<file path="config.mk">
export PLATFORM = sky130hd
export DESIGN_NAME = pipe_stage_buf
export DESIGN_NICKNAME = d
export VERILOG_FILES = /design/src/rtl/pipes_pkg.sv /design/src/rtl/pipe_stage_mem.sv /design/src/rtl/pipe_stage_buf.sv
export SDC_FILE = /design/constraint.sdc
export NUM_CORES = 1
export LEC_CHECK = 0
export ABC_AREA = 1
export ABC_CLOCK_PERIOD_IN_PS = 4600
export CAP_MARGIN = 20
export CORE_AREA = 2 2 118 120
export DETAILED_ROUTE_END_ITERATION = 12
export DIE_AREA = 0 0 120 122
export GPL_ROUTABILITY_DRIVEN = 0
export PLACE_DENSITY = 0.67
export SETUP_SLACK_MARGIN = 0.4
export SLEW_MARGIN = 0
export SYNTH_ARGS = -nofsm -noshare
export SYNTH_HDL_FRONTEND = slang
export SYNTH_SLANG_ARGS = --single-unit
export TNS_END_PERCENT = 100
</file>
<file path="constraint.sdc">
create_clock -name clk -period 4.6 [get_ports clk]
set_clock_uncertainty 0.05 [all_clocks]
set_input_delay 0.92 -clock clk [delete_from_list [all_inputs] [get_ports clk]]
set_output_delay 0.92 -clock clk [all_outputs]
set_load 0.03 [all_outputs]
</file>
<file path="src/rtl/pipes_pkg.sv">
// Shared pipeline-stage types and sizing helpers for the 5-stage core.
// Holds the per-stage hazard controls and the pointer/count width rules used by pipe_stage_buf.
package pipes;

  typedef logic u1;

  typedef struct packed {
    u1 flush;
    u1 stall;
  } stage_ctl_t;

  // A DEPTH of 1 still needs a 1-bit pointer.
  function automatic int ptr_width(input int depth);
    return (depth <= 1) ? 1 : $clog2(depth);
  endfunction

  function automatic int cnt_width(input int depth);
    return $clog2(depth + 1);
  endfunction

endpackage

</file>
<file path="src/rtl/pipe_stage_mem.sv">
// DEPTH x WIDTH storage for pipe_stage_buf: one synchronous write port and one
// asynchronous read port. There is no reset; the buffer masks stale entries.
module pipe_stage_mem #(
  parameter int WIDTH = 64,
  parameter int DEPTH = 2,
  parameter int AW    = 1
) (
  input  logic             clk,
  input  logic             we,
  input  logic [AW-1:0]    waddr,
  input  logic [WIDTH-1:0] wdata,
  input  logic [AW-1:0]    raddr,
  output logic [WIDTH-1:0] rdata
);

  logic [WIDTH-1:0] r_mem [DEPTH];

  always_ff @(posedge clk) begin
    if (we) r_mem[waddr] <= wdata;
  end

  assign rdata = r_mem[raddr];

endmodule

</file>
<file path="src/rtl/pipe_stage_buf.sv">
// Pipeline stage register: a small circular buffer with valid/ready on both sides,
// synchronous flush for redirects, and an explicit bubble output when empty.
module pipe_stage_buf
  import pipes::*;
#(
  parameter int               WIDTH  = 64,
  parameter int               DEPTH  = 2,
  parameter logic [WIDTH-1:0] BUBBLE = '0
) (
  input  logic                         clk,
  input  logic                         reset,
  input  logic                         flush,
  input  logic                         in_valid,
  output logic                         in_ready,
  input  logic [WIDTH-1:0]             in_data,
  output logic                         out_valid,
  input  logic                         out_ready,
  output logic [WIDTH-1:0]             out_data,
  output logic                         out_is_bubble,
  output logic [$clog2(DEPTH+1)-1:0]   count
);

  localparam int PW = ptr_width(DEPTH);
  localparam int CW = cnt_width(DEPTH);
  localparam logic [CW-1:0] DEPTH_C  = CW'(DEPTH);
  localparam logic [PW-1:0] LAST_PTR = PW'(DEPTH - 1);

  logic [PW-1:0]    r_wr_ptr;
  logic [PW-1:0]    r_rd_ptr;
  logic [CW-1:0]    r_count;
  logic             w_push;
  logic             w_pop;
  logic [WIDTH-1:0] w_rdata;

  // Explicit wrap so any DEPTH works, not just powers of two.
  function automatic logic [PW-1:0] ptr_inc(input logic [PW-1:0] p);
    return (p == LAST_PTR) ? '0 : p + PW'(1);
  endfunction

  assign out_valid     = (r_count != '0);
  assign out_is_bubble = ~out_valid;
  assign in_ready      = (r_count < DEPTH_C) | (out_valid & out_ready);
  assign w_push        = in_valid & in_ready & ~flush;
  assign w_pop         = out_valid & out_ready & ~flush;
  assign out_data      = out_valid ? w_rdata : BUBBLE;
  assign count         = r_count;

  always_ff @(posedge clk or posedge reset) begin
    if (reset) begin
      r_wr_ptr <= '0;
      r_rd_ptr <= '0;
      r_count  <= '0;
    end else if (flush) begin
      r_wr_ptr <= '0;
      r_rd_ptr <= '0;
      r_count  <= '0;
    end else begin
      if (w_push) r_wr_ptr <= ptr_inc(r_wr_ptr);
      if (w_pop)  r_rd_ptr <= ptr_inc(r_rd_ptr);
      case ({w_push, w_pop})
        2'b10:   r_count <= r_count + CW'(1);
        2'b01:   r_count <= r_count - CW'(1);
        default: r_count <= r_count;
      endcase
    end
  end

  pipe_stage_mem #(
    .WIDTH (WIDTH),
    .DEPTH (DEPTH),
    .AW    (PW)
  ) u_mem (
    .clk   (clk),
    .we    (w_push),
    .waddr (r_wr_ptr),
    .wdata (in_data),
    .raddr (r_rd_ptr),
    .rdata (w_rdata)
  );

`ifndef SYNTHESIS
  a_count_max : assert property (@(posedge clk) disable iff (reset) r_count <= DEPTH_C);
  a_no_push_full : assert property (@(posedge clk) disable iff (reset)
    !((r_count == DEPTH_C) && !out_ready && w_push));
  a_in_stable : assert property (@(posedge clk) disable iff (reset)
    (in_valid && !in_ready) |=> $stable(in_data));
`endif

endmodule

</file>
==> reports/qor.txt, run 1 <==
Outcome - completed
RSZ-0062 raised after global routing - false
Global route hottest layer - met2
Switching Fraction - 0.371
Clock slew at reported path FFs - 0.05 ns
Max Transition Viols Final - 0
Top cells by area, synth - edfxtp_1, nand2_1, a21oi_2, dfrtp_1, a21oi_1
Row count - 43
Setup CP Type - reg -> out
Setup-failing EPs final - 0
Part of the power in registers - 0.338
Vias/cell - 4.70
Most common cell after layout, fill and taps aside - nand2_1
H-tree Lvls - 4
Die ar. - 14,600 um^2
Die Wd - 120 um
Worst-Margin Slew - 0.811 ns
Syn_area_per_cell - 13.8 um^2
Core Region - 13,500 um^2
Ports placed on the boundary - 138
Clock sinks - 132
Period utilization - 0.831
Largest net degree at the start of global routing - 65
Setup Buffers After CTS - 0
Pre-CTS setup slack - 1.21 ns
Max clock buf depth - 2
Clk root buf - clkbuf_16
DRT iter0 DRCs - 219
Net Count, Synth - 450
Maxcap violations - 0
Hold Path Sink - r_wr_ptr
Routed Antenna Nets - 0
GRT met1 Usage - 0.186
Critical R2R Capture - u_mem.r_mem[0][22]
Layout cells sized above 1 - 0.174
M2 GR Usage - 0.261
Top cell type's share of synthesized area - 0.733
YS warnings - 0
Synth Register Bits - 132
Gate Count Post-Synth - 381
CP Data Arrival Time - 2.85 ns
Area after DPL - 6780 um^2
Seq/Total Area, Yosys - 0.752
Post-route cell area - 7290 um^2
Hold Vio Cnt, Final - 0
Worst reg2reg startpoint - count[0]
Comb pwr share - 0.404
Cell area power density - 602 nW/um^2
Worst path required time - 3.63 ns
Internal power - 2.76 mW
Leak - 2.51 nW
Netlist Area Pre-Place - 5240 um^2
Clock network power share - 0.259
Commonest non-fill, non-tap cells in the layout - nand2_1, clkdlybuf4s50_1, edfxtp_1, a21oi_2, clkbuf_16
Setup Total Neg Slack - 0 ns
Drt pass-1 iters - 4
Filler instances - 1,131
Max VDD drop - 261 uV
CP Max Fanout - 34
Number of global-route vias before repair - 3,385
Hold buffers post-CTS - 0
Hold Crit Start - r_wr_ptr
Chip Height - 122 um
DP HPWL - 6.76 mm
Initial Util - 0.388
Area taken by multi-input logic gates - 1140 um^2
Final WS setup - 0.777 ns
DR WL/cell - 15.4 um
Register area - 3950 um^2
FF-to-FF setup slack - 2.56 ns
M3 GR Usage - 0.0492
Antenna diode count - 0
Crit. End Element - output port
GR Overflow Total - 0
Synth area leader - edfxtp_1
Syn-to-layout area delta - 39.0%
Final wirelength - 11.0 mm
R2r worst-path depth - 7
TritonCTS clock tree - built
I/O Buffers - 137
Worst-Skew Late Latency - 0.41 ns
Tmin final - 3.82 ns
Synth cell types - 19
First-pass GRT wire length - 17.1 mm
Final #Nets - 592
CTS buffer count - 17
GRT Total Usage - 0.156
DRC violations left - 0
Vias - 3,363
Worst Setup Start Kind - flop
Post-CTS Resized - 0
Worst min-delay path category - reg -> reg
Slew headroom - 0.459
Antenna violations before repair - 0
Hold Crit Depth - 1
Switching pwr - 1.63 mW
Fmax - 262 MHz
==> state kept, by name (all words and copies together) (netlist names) <==
name	count
u_mem.r_mem	128
r_wr_ptr	1
count	2
r_rd_ptr	1
==> layout make-up <==
| type | count | share of cell area |
|---|---|---|
| Clock inverter | 12 | 0.00910 |
| Inverter | 9 | 0.00481 |
| Tap cell | 180 | 0.0309 |
| Timing Repair Buffer | 144 | 0.197 |
| Multi-Input combinational cell | 219 | 0.157 |
| Sequential cell | 132 | 0.541 |
| Clock buffer | 20 | 0.0599 |
==> routing by layer <==
layer / wire [um] / vias to the layer above
met3: 671 / 10
met4: 126 / 0
li1: - / 1619
met1: 4700 / 1618
met2: 5530 / 116
met5: 0 / -
==> how the worst max path moves through the flow <==
stage                   start  slack (ns)           endpoint  cells after the start
detailed placement   count[0]        1.21       out_data[17]                      6
global placement     r_rd_ptr        1.22       out_data[46]                      5
floorplan           out_ready       -0.05  u_mem.r_mem[0][0]                      4
finish               count[0]        0.78       out_data[26]                      6
CTS                  count[0]        0.75       out_data[17]                      6
global route         count[0]        0.63       out_data[26]                      6
==> power by group through the flow <==
stage | sequential, mW | clock (mW) | combinational (mW)
finish | 1.48 | 1.13 | 1.77
CTS | 1.48 | 1.16 | 1.79
detailed placement | 1.51 | 0 | 1.78
floorplan | 1.52 | 0 | 1.11
global placement | 1.50 | 0 | 1.77
global route | 1.49 | 1.22 | 1.89
==> metrics by stage <==
| stage | hold WS (ns) | instances | util | total power [mW] |
|---|---|---|---|---|
| 6_report | 0.507 | 716 | 0.540 | 4.39 |
| 3_5_place_dp | 0.504 | 684 | 0.502 | 3.29 |
| 4_1_cts | 0.511 | 716 | 0.540 | 4.44 |
| 5_1_grt | 0.528 | 716 | 0.540 | 4.59 |
| 2_1_floorplan | 0.427 | 381 | - | 2.63 |
| 3_3_place_gp | 0.496 | 684 | 0.502 | 3.27 |
==> cells by family after synthesis <==
logic type      synth area share
compound gates             0.100
xor+xnor                 0.00167
buf+inv                   0.0327
flops                      0.752
simple gates               0.113
==> synthesized netlist by cell type (all sizes together) <==
library cell	count
a21oi	65
buf	15
clkbuf	6
dfrtp	4
edfxtp	128
inv	9
nand2	139
nand3	8
nand4	1
nor2	3
o21ai	2
xor2	1
==> critical path, stage by stage (launching register included) <==
cell             delay (ns)
dfrtp_1                0.43
inv_1                  0.11
nand2_4                0.09
clkinv_2               0.47
buf_12                 0.40
a21oi_2                0.19
clkdlybuf4s50_1        0.70
No activity file was read; power rests on OpenSTA's default activity.
==> run 2, diff against run 1 <==
ABC_CLOCK_PERIOD_IN_PS = 3500   (was 4600)
PLACE_DENSITY = 0.69   (was 0.67)
clock period = 3.5 ns   (was 4.6 ns; I/O delays follow)
==> run 2 against run 1 <==
Die area is the same. Highest routed layer unchanged. Design area grew 1.3%. Register-to-register slack lost 1.0 ns. Via count grew 0.98%. Critical path depth shrank 1. Clock-buffer cell count grew 1. Utilization grew 0.72 points. Sequential power grew 32%. Worst hold slack lost 0.051 ns. Cell count shrank 0.28%.
==> reports/qor.txt, run 2 (synthesized netlist as in run 1, its figures left out) <==
Register area - 3950 um^2 (unchanged)
Filler instances - 1,086 (was 1,131)
Post-route cell area - 7380 um^2 (was 7290 um^2)
Slew headroom - 0.709 (was 0.459)
Setup Buffers After CTS - 0 (unchanged)
Crit. End Element - output port (unchanged)
Drt pass-1 iters - 4 (unchanged)
Fmax - 334 MHz
TritonCTS clock tree - built (unchanged)
I/O Buffers - 137 (unchanged)
Number of global-route vias before repair - 3,377 (was 3,385)
Outcome - completed (unchanged)
Tmin final - 3.00 ns
Ports placed on the boundary - 138 (unchanged)
DP HPWL - 6.49 mm (was 6.76 mm)
Hold Vio Cnt, Final - 0 (unchanged)
Max clock buf depth - 2 (unchanged)
GRT Total Usage - 0.151 (was 0.156)
H-tree Lvls - 4 (unchanged)
Routed Antenna Nets - 0 (unchanged)
Period utilization - 0.856
CP Max Fanout - 65 (was 34)
Clock sinks - 132 (unchanged)
GRT met1 Usage - 0.178 (was 0.186)
CP Data Arrival Time - 2.25 ns (was 2.85 ns)
M3 GR Usage - 0.0496 (was 0.0492)
Worst min-delay path category - in -> async (was reg -> reg)
Global route hottest layer - met2 (unchanged)
Pre-CTS setup slack - 0.572 ns (was 1.21 ns)
Antenna diode count - 0 (unchanged)
First-pass GRT wire length - 16.8 mm (was 17.1 mm)
Area after DPL - 6830 um^2 (was 6780 um^2)
Die ar. - 14,600 um^2 (unchanged)
GR Overflow Total - 0 (unchanged)
Top reg by flops - u_mem.r_mem (unchanged)
Syn-to-layout area delta - 40.9% (was 39.0%)
Final wirelength - 10.8 mm (was 11.0 mm)
Row count - 43 (unchanged)
Maxcap violations - 0 (unchanged)
Final #Nets - 593 (was 592)
Setup-failing EPs final - 0 (unchanged)
Core Region - 13,500 um^2 (unchanged)
Most common cell after layout, fill and taps aside - nand2_1 (unchanged)
Final WS setup - 0.502 ns (was 0.777 ns)
DRC violations left - 0 (unchanged)
Commonest non-fill, non-tap cells in the layout - nand2_1, edfxtp_1, clkdlybuf4s50_1, a21oi_2, clkbuf_16 (was nand2_1, clkdlybuf4s50_1, edfxtp_1, a21oi_2, clkbuf_16)
Initial Util - 0.388 (unchanged)
Vias - 3,396 (was 3,363)
Cell area power density - 794 nW/um^2 (was 602 nW/um^2)
Layout cells sized above 1 - 0.169 (was 0.174)
Clock slew at reported path FFs - 0.05 ns (about the same)
RSZ-0062 raised after global routing - false (unchanged)
Max Transition Viols Final - 0 (unchanged)
Max reg flops - 128 (unchanged)
Hold slack final - 0.456 ns (was 0.507 ns)
Largest net degree at the start of global routing - 66 (was 65)
Vias/cell - 4.76 (was 4.70)
DR WL/cell - 15.1 um (was 15.4 um)
Setup CP Type - reg -> out (unchanged)
Worst Setup Start Kind - flop (unchanged)
Worst-Skew Late Latency - 0.39 ns (was 0.41 ns)
Hold buffers post-CTS - 0 (unchanged)
CTS buffer count - 17 (unchanged)
Clk root buf - clkbuf_16 (unchanged)
M2 GR Usage - 0.258 (was 0.261)
Post-CTS Resized - 0 (unchanged)
Max VDD drop - 475 uV (was 261 uV)
Worst path required time - 2.75 ns (was 3.63 ns)
Antenna violations before repair - 0 (unchanged)
Area taken by multi-input logic gates - 1140 um^2 (unchanged)
Worst-Margin Slew - 0.436 ns (was 0.811 ns)
Die Wd - 120 um (unchanged)
Leak - 2.70 nW (was 2.51 nW)
DRT iter0 DRCs - 170 (was 219)
Chip Height - 122 um (unchanged)
run 2: changes by cell type in the layout (fill, tap and decap cells not counted), sizes merged:
| cell | before | now |
|---|---|---|
| clkinvlp | 2 | 0 |
| clkbuf | 20 | 21 |
| clkinv | 11 | 7 |
| clkdlybuf4s50 | 137 | 126 |
| bufinv | 0 | 2 |
| dlymetal6s2s | 0 | 11 |
| buf | 7 | 8 |
run 2: final cells by class:
cell class	count	area share
multi-input combinational	219	0.155
sequential	132	0.534
timing repair buffer	145	0.204
clock inverter	8	0.0119
inverter	9	0.00474
tap	180	0.0305
clock buffer	21	0.0596
run 2: path summary, 6_finish.rpt:
| kind | to | slack [ns] | startpoint | cells past startpoint |
|---|---|---|---|---|
| max | out_is_bubble | 0.50 | count[0] | 5 |
| min in group clk | r_wr_ptr | 0.51 | r_wr_ptr | 1 |
| min | count[1] | 0.46 | reset | 2 |
| min reg2reg | r_wr_ptr | 0.51 | r_wr_ptr | 1 |
| max in group asynchronous | r_rd_ptr | 2.77 | reset | 2 |
| max reg2reg | u_mem.r_mem[1][8] | 1.56 | count[0] | 7 |
run 2: routing by layer:
metal  wire length, um  part of all wire
met5                 0                 0
met4                78            0.0073
met3               567             0.053
met2              5650              0.53
met1              4450              0.41
run 2: report_power, final:
part | switching (mW) | leakage, nW | internal, mW | total (mW)
clock | 0.559 | 0.261 | 1.02 | 1.58
combinational | 1.48 | 1.22 | 0.853 | 2.33
sequential | 0.0497 | 1.22 | 1.90 | 1.95
run 2: worst max-delay path, cell delays in order (launching register included):
cell             delay, ns
dfrtp_1               0.43
inv_1                 0.14
nand2_4               0.08
clkinv_2              0.06
buf_12                0.36
clkdlybuf4s50_1       0.76
run 2: stage by stage:
stage | TNS [ns] | utilization | power (mW) | std cells
finish | 0 | 0.547 | 5.86 | 714
global placement | 0 | 0.506 | 4.32 | 685
CTS | 0 | 0.545 | 5.94 | 714
global route | 0 | 0.547 | 6.13 | 714
detailed placement | 0 | 0.506 | 4.35 | 685
floorplan | -7.25 | - | 3.45 | 381
==> run 3, diff against run 2 <==
CTS_CLUSTER_SIZE = 14   (was default)
==> results of run 3 <==
Same layout as run 2: the final DEF is identical, and so are final timing and power.
